`config.mk`:
```
export PLATFORM = sky130hd
export DESIGN_NAME = dutb_fail_monitor
export DESIGN_NICKNAME = d
export VERILOG_FILES = /design/src/rtl/dutb_fail_mon_pkg.sv /design/src/rtl/dutb_sat_counter.sv /design/src/rtl/dutb_fail_monitor.sv
export SDC_FILE = /design/constraint.sdc
export NUM_CORES = 1
export LEC_CHECK = 0
export ABC_AREA = 1
export CORE_MARGIN = 8
export CORE_UTILIZATION = 29
export DETAILED_ROUTE_END_ITERATION = 8
export GPL_TIMING_DRIVEN = 0
export PLACE_DENSITY_LB_ADDON = 0.15
export SYNTH_ARGS = -nofsm -noshare
export SYNTH_HDL_FRONTEND = slang
export SYNTH_HIERARCHICAL = 1
export SYNTH_SLANG_ARGS = --single-unit
```
`constraint.sdc`:
```
create_clock -name clk -period 2.92 [get_ports clk]
set_clock_uncertainty 0.15 [all_clocks]
set_input_delay 0.73 -clock clk [delete_from_list [all_inputs] [get_ports clk]]
set_output_delay 0.73 -clock clk [all_outputs]
set_load 0.005 [all_outputs]
```
`src/rtl/dutb_fail_mon_pkg.sv`:
```
// Shared types and defaults for the dutb fail monitor.
package dutb_fail_mon_pkg;

  typedef enum logic [1:0] {
    IDLE = 2'd0,
    RUN  = 2'd1,
    STOP = 2'd2
  } mon_state_t;

  // Mirrors the framework-wide stop-on-fail default.
  localparam int unsigned DEF_MAX_FAIL_NUM = 16;
  localparam int unsigned DEF_DATA_WIDTH   = 32;
  localparam int unsigned DEF_CNT_WIDTH    = 16;

endpackage

```
`src/rtl/dutb_sat_counter.sv`:
```
// Up-counter that sticks at all-ones; synchronous clear has priority over inc.
module dutb_sat_counter #(
  parameter int unsigned WIDTH = 16
) (
  input  logic             clk,
  input  logic             clr,
  input  logic             inc,
  output logic [WIDTH-1:0] cnt
);

  logic [WIDTH-1:0] cnt_q;
  logic [WIDTH-1:0] cnt_d;

  always_comb begin
    cnt_d = cnt_q;
    if (clr) begin
      cnt_d = '0;
    end else if (inc && (cnt_q != '1)) begin
      cnt_d = cnt_q + 1'b1;
    end
  end

  always_ff @(posedge clk) begin
    cnt_q <= cnt_d;
  end

  assign cnt = cnt_q;

endmodule

```
`src/rtl/dutb_fail_monitor.sv`:
```
// Hardware-side result checker: compares masked transactions, counts
// pass/fail, reports each failure and stops the stream on fail budget.
module dutb_fail_monitor
  import dutb_fail_mon_pkg::*;
#(
  parameter int unsigned P_DATA_WIDTH   = DEF_DATA_WIDTH,
  parameter int unsigned P_MAX_FAIL_NUM = DEF_MAX_FAIL_NUM,
  parameter int unsigned P_CNT_WIDTH    = DEF_CNT_WIDTH
) (
  input  logic                    clk,
  input  logic                    rst,
  input  logic                    start,
  input  logic                    clear,
  input  logic                    s_valid,
  output logic                    s_ready,
  input  logic [P_DATA_WIDTH-1:0] s_dout,
  input  logic [P_DATA_WIDTH-1:0] s_dexp,
  input  logic [P_DATA_WIDTH-1:0] s_mask,
  output logic [P_CNT_WIDTH-1:0]  txn_cnt,
  output logic [P_CNT_WIDTH-1:0]  pass_cnt,
  output logic [P_CNT_WIDTH-1:0]  fail_cnt,
  output logic                    fail_valid,
  output logic [P_CNT_WIDTH-1:0]  fail_index,
  output logic [P_DATA_WIDTH-1:0] fail_diff,
  output logic                    stop,
  output logic [1:0]              state
);

  // A budget that fail_cnt can never reach disables stopping entirely.
  localparam longint unsigned CNT_MAX = (64'd1 << P_CNT_WIDTH) - 64'd1;
  localparam bit STOP_EN = (P_MAX_FAIL_NUM != 0) &&
                           (longint'(P_MAX_FAIL_NUM) <= CNT_MAX);
  localparam int unsigned STOP_AT_INT = STOP_EN ? (P_MAX_FAIL_NUM - 1) : 0;
  localparam logic [P_CNT_WIDTH-1:0] STOP_AT = P_CNT_WIDTH'(STOP_AT_INT);

  mon_state_t state_q, state_d;
  logic                    fail_valid_q, fail_valid_d;
  logic [P_CNT_WIDTH-1:0]  fail_index_q, fail_index_d;
  logic [P_DATA_WIDTH-1:0] fail_diff_q, fail_diff_d;

  logic [P_DATA_WIDTH-1:0] diff;
  logic                    fail_hit;
  logic                    accept;
  logic                    cnt_clr;

  assign s_ready  = (state_q == RUN);
  assign diff     = (s_dout ^ s_dexp) & s_mask;
  assign fail_hit = |diff;
  // clear drops a same-cycle handshake.
  assign accept   = s_valid && s_ready && !clear;
  assign cnt_clr  = rst || clear;

  dutb_sat_counter #(.WIDTH(P_CNT_WIDTH)) u_txn_cnt (
    .clk (clk),
    .clr (cnt_clr),
    .inc (accept),
    .cnt (txn_cnt)
  );

  dutb_sat_counter #(.WIDTH(P_CNT_WIDTH)) u_pass_cnt (
    .clk (clk),
    .clr (cnt_clr),
    .inc (accept && !fail_hit),
    .cnt (pass_cnt)
  );

  dutb_sat_counter #(.WIDTH(P_CNT_WIDTH)) u_fail_cnt (
    .clk (clk),
    .clr (cnt_clr),
    .inc (accept && fail_hit),
    .cnt (fail_cnt)
  );

  always_comb begin
    state_d      = state_q;
    fail_valid_d = 1'b0;
    fail_index_d = fail_index_q;
    fail_diff_d  = fail_diff_q;

    unique case (state_q)
      IDLE: if (start) state_d = RUN;
      RUN: begin
        if (accept && fail_hit && STOP_EN && (fail_cnt == STOP_AT)) begin
          state_d = STOP;
        end
      end
      STOP: state_d = STOP;
      default: state_d = IDLE;
    endcase

    if (accept && fail_hit) begin
      fail_valid_d = 1'b1;
      fail_index_d = txn_cnt;
      fail_diff_d  = diff;
    end

    if (clear) begin
      state_d      = IDLE;
      fail_valid_d = 1'b0;
      fail_index_d = '0;
      fail_diff_d  = '0;
    end
  end

  always_ff @(posedge clk) begin
    if (rst) begin
      state_q      <= IDLE;
      fail_valid_q <= 1'b0;
      fail_index_q <= '0;
      fail_diff_q  <= '0;
    end else begin
      state_q      <= state_d;
      fail_valid_q <= fail_valid_d;
      fail_index_q <= fail_index_d;
      fail_diff_q  <= fail_diff_d;
    end
  end

  assign fail_valid = fail_valid_q;
  assign fail_index = fail_index_q;
  assign fail_diff  = fail_diff_q;
  assign stop       = (state_q == STOP);
  assign state      = state_q;

endmodule

```
[Word-level counts from Yosys, hierarchy flattened]
Index checks and enable logic that the tools add are counted.
Operators by class
  $add $sub $neg: 3
  equality and inequality tests: 8
  mux-type cells: 4
  bitwise logic cells: 2
  reductions and logical operators: 15
Operators by type and width (count)
  16-bit by 1-bit adder with 16-bit output (second input constant): 3
  16-bit inequality test (second input constant): 3
  32-bit AND: 1
  32-bit OR reduction: 1
  32-bit XOR: 1
  16-bit by 4-bit == test with 1-bit output (second input constant): 1
  1-bit logical AND: 8
  2-bit one-hot mux with 3 select lines: 1
  2-bit 2-to-1 mux: 2
  2-bit by 1-bit == test with 1-bit output (second input constant): 1
  2-bit == test (second input constant): 1
  1-bit zero test: 2
  2-bit zero test: 1
  2-bit by 1-bit inequality test with 1-bit output (second input constant): 1
  2-bit inequality test (second input constant): 1
  2-bit AND reduction: 1
  2-bit OR reduction: 1
  1-bit logical OR: 1
  1-bit 2-to-1 mux: 1
Storage, ports and cells
  bits in registers: 99
  output and inout port bits: 101
  word-level logic and storage cells: 39

[Longest topological paths before layout]
  word-level depth: 7
  mapped depth: 19
  gate-level depth less buffers: 17

[Modules after synthesis]
The synthesis kept the hierarchy.
Modules (own cells, without submodules)
  dutb_sat_counter: times used 3, cells an instance 149, area an instance 929.6 sq um, sequential area each 320.3 sq um
  dutb_fail_monitor: times used 1, cells an instance 395, area an instance 2631.3 sq um, sequential area each 1021.0 sq um

[Least setup slack after synthesis]
OpenSTA, ideal clock, no wires.
  kind: in2reg
  start: input port s_dexp[24]
  end: register u_fail_cnt.cnt_q[10], in the netlist u_fail_cnt/cnt[10]
  data arrival time: 2.247 ns
  data required time: 2.655 ns
  slack: 0.408 ns
  stages on the path: 17
  path buffers: 2
  cell sequence: or2_1 nand3_1 nand2_1 nor2_1 nand2_1 nor2_2 nand2_2 nand2_4 inv_6 buf_6 buf_2 nand2_1 inv_1 nand3_1 inv_1 a21oi_1 nor2_1
On the way
  longest elaborated chain between the ends: 5
RTL lines
  from (decl): RTL line dutb_fail_monitor.sv:17  | input logic [P_DATA_WIDTH-1:0] s_dexp,
  32-bit XOR: RTL line dutb_fail_monitor.sv:47  | assign diff = (s_dout ^ s_dexp) & s_mask;
  32-bit AND: RTL line dutb_fail_monitor.sv:47
  32-bit OR reduction: RTL line dutb_fail_monitor.sv:48  | assign fail_hit = |diff;
  1-bit logical AND: RTL line dutb_fail_monitor.sv:70  | .inc (accept && fail_hit),
  1-bit logical AND: RTL line dutb_sat_counter.sv:18  | end else if (inc && (cnt_q != '1)) begin
  to (signal assigned): RTL line dutb_sat_counter.sv:24  | cnt_q <= cnt_d;
  to (decl): RTL line dutb_sat_counter.sv:11  | logic [WIDTH-1:0] cnt_q;
No other way between the ends.
A chain may end at the register's enable or synchronous reset.

[Worst setup path after layout]
  start: input port s_dexp[24]
  end: register u_pass_cnt.cnt_q[13], in the netlist u_pass_cnt/cnt[13]
On the way
  longest elaborated chain between the ends: 6
RTL lines
  32-bit XOR: RTL line dutb_fail_monitor.sv:47
  32-bit AND: RTL line dutb_fail_monitor.sv:47
  32-bit OR reduction: RTL line dutb_fail_monitor.sv:48
  1-bit zero test: RTL line dutb_fail_monitor.sv:63  | .inc (accept && !fail_hit),
  1-bit logical AND: RTL line dutb_fail_monitor.sv:63
  1-bit logical AND: RTL line dutb_sat_counter.sv:18
  to (signal assigned): RTL line dutb_sat_counter.sv:24
  to (decl): RTL line dutb_sat_counter.sv:11
No other way between the ends.

==> flow_summary.ini <==
[run_status]
status = finished clean

[placed_design]
dp.final_hpwl_um = 14300
gp_congestion = 0.835
detailed_place.area_um2 = 7720
placement.io_buffers = 201

[timing]
report.final.hold_viol_count = 0
period_minus_slack_ns = 2.79
final-setup-viol-count = 0
slew_headroom_pct = 61.1
achievable-frequency_ghz = 0.358
hold_slack_ns = 0.335
post-route-period-util_pct = 95.7
setup-tns-final_ns = 0
timing_max_transition_violations_final = 0
worst-slew-pin-transition_ns = 0.583

[critical_path]
crit_path_start_kind = input pin
worstPathCellList = clkdlybuf4s50_1, or2_1, nand3_2, nand2_2, nor2_2, nand2_1, nor2_2, nand2_4, nor2_4, buf_6, nand3_2, or2_0, nor2_1, nand3_1, nand2_1, nor2_1
timing.critical_path.fanout_max = 7
critPathCaptureType = register
worstPathArrival_ns = 2.88
critical-path-max-stage-delay_ns = 0.41
worst-endpoint-required_ns = 3.01
worst-setup-path-type = in -> reg
cell_type_of_the_slowest_stage_on_the_worst_timing_path = sky130_fd_sc_hd__clkdlybuf4s50_1

[floorplan]
die_width_um = 153
num_io_pins = 202
initial_core_util_pct = 29.3
die_area_um2 = 23300
die_span_in_y_um = 153
num_rows = 50
core-area_um2 = 18500

[power]
power_density_nw_per_um2 = 363
design_power_total_mw = 2.95
vdd_drop_max_mv = 0.242
total_leakage_power_nw = 3.37

[hold_path]
worstHoldPathType = reg -> reg

[routing]
drt-wirelength-per-cell_um = 13.6
routed_antenna_nets = 0
drc = 0
first_pass_iters = 6
via_count = 5778
avgViaCountPerCell = 4.47
routed_wl_um = 17600
detailedRoute.firstIterationViolations = 200

[cells_and_area]
final_util_pct = 44.0
antennaDiodeCount = 0
fillerInstances = 1978
areaGrowthSynthToFinish_pct = 50.3
seqCellArea_um2 = 1980
area_taken_by_multi_input_logic_gates_um2 = 3020
post-route-cell-area_um2 = 8150
finish.net_count = 1162
share_of_post_route_cells_with_drive_strength_above_1_pct = 9.62

[logic_synthesis]
synthesis.area_per_instance_um2 = 6.44
yosys.area.top_type = sky130_fd_sc_hd__dfxtp_1
synth.ff_latch_count = 99
synth.yosys.warnings = 6
netlist_instances = 842
post_synth_instance_area_um2 = 5420
seq_area_frac_synth_pct = 36.6
syn_nets = 949
cell_types_occupying_the_most_area_after_synthesis = sky130_fd_sc_hd__dfxtp_1 (37%), sky130_fd_sc_hd__nand2_1 (16%), sky130_fd_sc_hd__nor2_1 (10%), sky130_fd_sc_hd__nand3_1 (6.6%), sky130_fd_sc_hd__inv_1 (6.5%)
post_synth_num_cell_types = 28
netlist.area_leader.share_pct = 36.6

[run]
cap_viol_max_count = 0

[clock_network]
clock_latency_ns = 0.34
cts.clk_slew.worst_paths_ns = 0.07
clock_tree.buffer_depth = 2
cts_inserted_buffers = 9
cts_tree = yes
ctsHtreeMaxLevel = 3
clk_root_buffer_cell = sky130_fd_sc_hd__clkbuf_16
tritoncts_num_sinks = 99

[global_route]
global_route_wire_length_before_repair_um = 28600
grt_use_met3_pct = 5.70
maximum_number_of_pins_on_one_net_before_global_route_repair = 26
global_route.usage.total_pct = 15.0
grtUsageMet1_pct = 17.4
grt_use_met2_pct = 25.3
grt_antenna_before_repair = 0
overflow_left_after_global_routing = 0
vias_in_the_first_global_route = 5582
top_usage_layer = met2
==> worst max-delay path, delay by kind of cell <==
| family | cells | cell delay [ns] |
|---|---|---|
| buffers and inverters | 2 | 0.54 |
| AND/OR/NAND/NOR | 14 | 1.60 |
==> where the power goes <==
part	switching (mW)	internal, mW
Sequential	0.00669	1.36
Clock	0.531	0.688
Combinational	0.162	0.205
==> cells by family after synthesis <==
family	count (synthesis)	share of synthesized area, %
flip-flops	99	36.6
AND/OR/NAND/NOR	532	43.2
buffers and inverters	115	9.35
adder cells (fa/ha/maj)	6	1.39
AO/OA/AOI/OAI	90	9.51
==> cells in the final DEF (no fill, tap or decap), drive strengths merged, types with 10 or more instances in the layout <==
cell type	instances
a21oi	42
buf	12
clkbuf	21
clkdlybuf4s50	196
dfxtp	99
inv	95
nand2	245
nand3	71
nand4	10
nor2	192
o211a	13
o21ai	35
==> timing repair <==
action,CTS,global route
gates resized for setup,0,37
hold buffers,0,0
hold endpoints to repair,0,0
pin swaps,0,15
buffers inserted,0,3
endpoints found under the setup margin,6,29
==> through the flow <==
step,setup slack (ns),std cells
detailed placement,-0.596,1277
finish,0.125,1294
floorplan,0.408,842
CTS,0.0681,1291
global placement,-0.571,1277
global route,-0.0173,1294
==> metal layers <==
metal / part of all wire, % / routed length [µm]
met1: 44 / 7740
met2: 47 / 8330
met3: 7.2 / 1270
met4: 1.5 / 263
met5: 0 / 0
==> cells in the mapped netlist (all sizes together) <==
cell type    n
nand2      245
a21oi       42
nor3         3
o211a       13
nor2       192
nor4         3
clkbuf       8
ha           6
or2          8
nand3       71
inv         95
buf         12
dfxtp       99
nand4       10
o21ai       35
==> state kept, by name, indices dropped and copies added, names as in the netlist <==
| name | flops |
|---|---|
| u_fail_cnt/cnt | 16 |
| u_pass_cnt/cnt | 16 |
| fail_diff | 32 |
| fail_index | 16 |
| u_txn_cnt/cnt | 16 |
| state | 2 |
| fail_valid | 1 |
==> path summary, 6_finish.rpt <==
check | startpoint | to | slack (ns) | depth (start not counted)
max | s_dexp[24] | u_pass_cnt/cnt[13] | 0.13 | 16
min | fail_index[11] | fail_index[11] | 0.34 | 2
max reg2reg | state[1] | u_fail_cnt/cnt[13] | 0.63 | 12
min reg2reg | fail_index[11] | fail_index[11] | 0.34 | 2
==> cell type report <==
class / instances / area share (%)
clock buffer: 12 / 3.03
timing repair buffer: 204 / 25.1
inverter: 95 / 4.53
buffer: 18 / 1.67
clock inverter: 4 / 0.614
tap: 234 / 3.59
sequential: 99 / 24.3
multi-input combinational: 628 / 37.1
(Power assumes the default switching activity.)
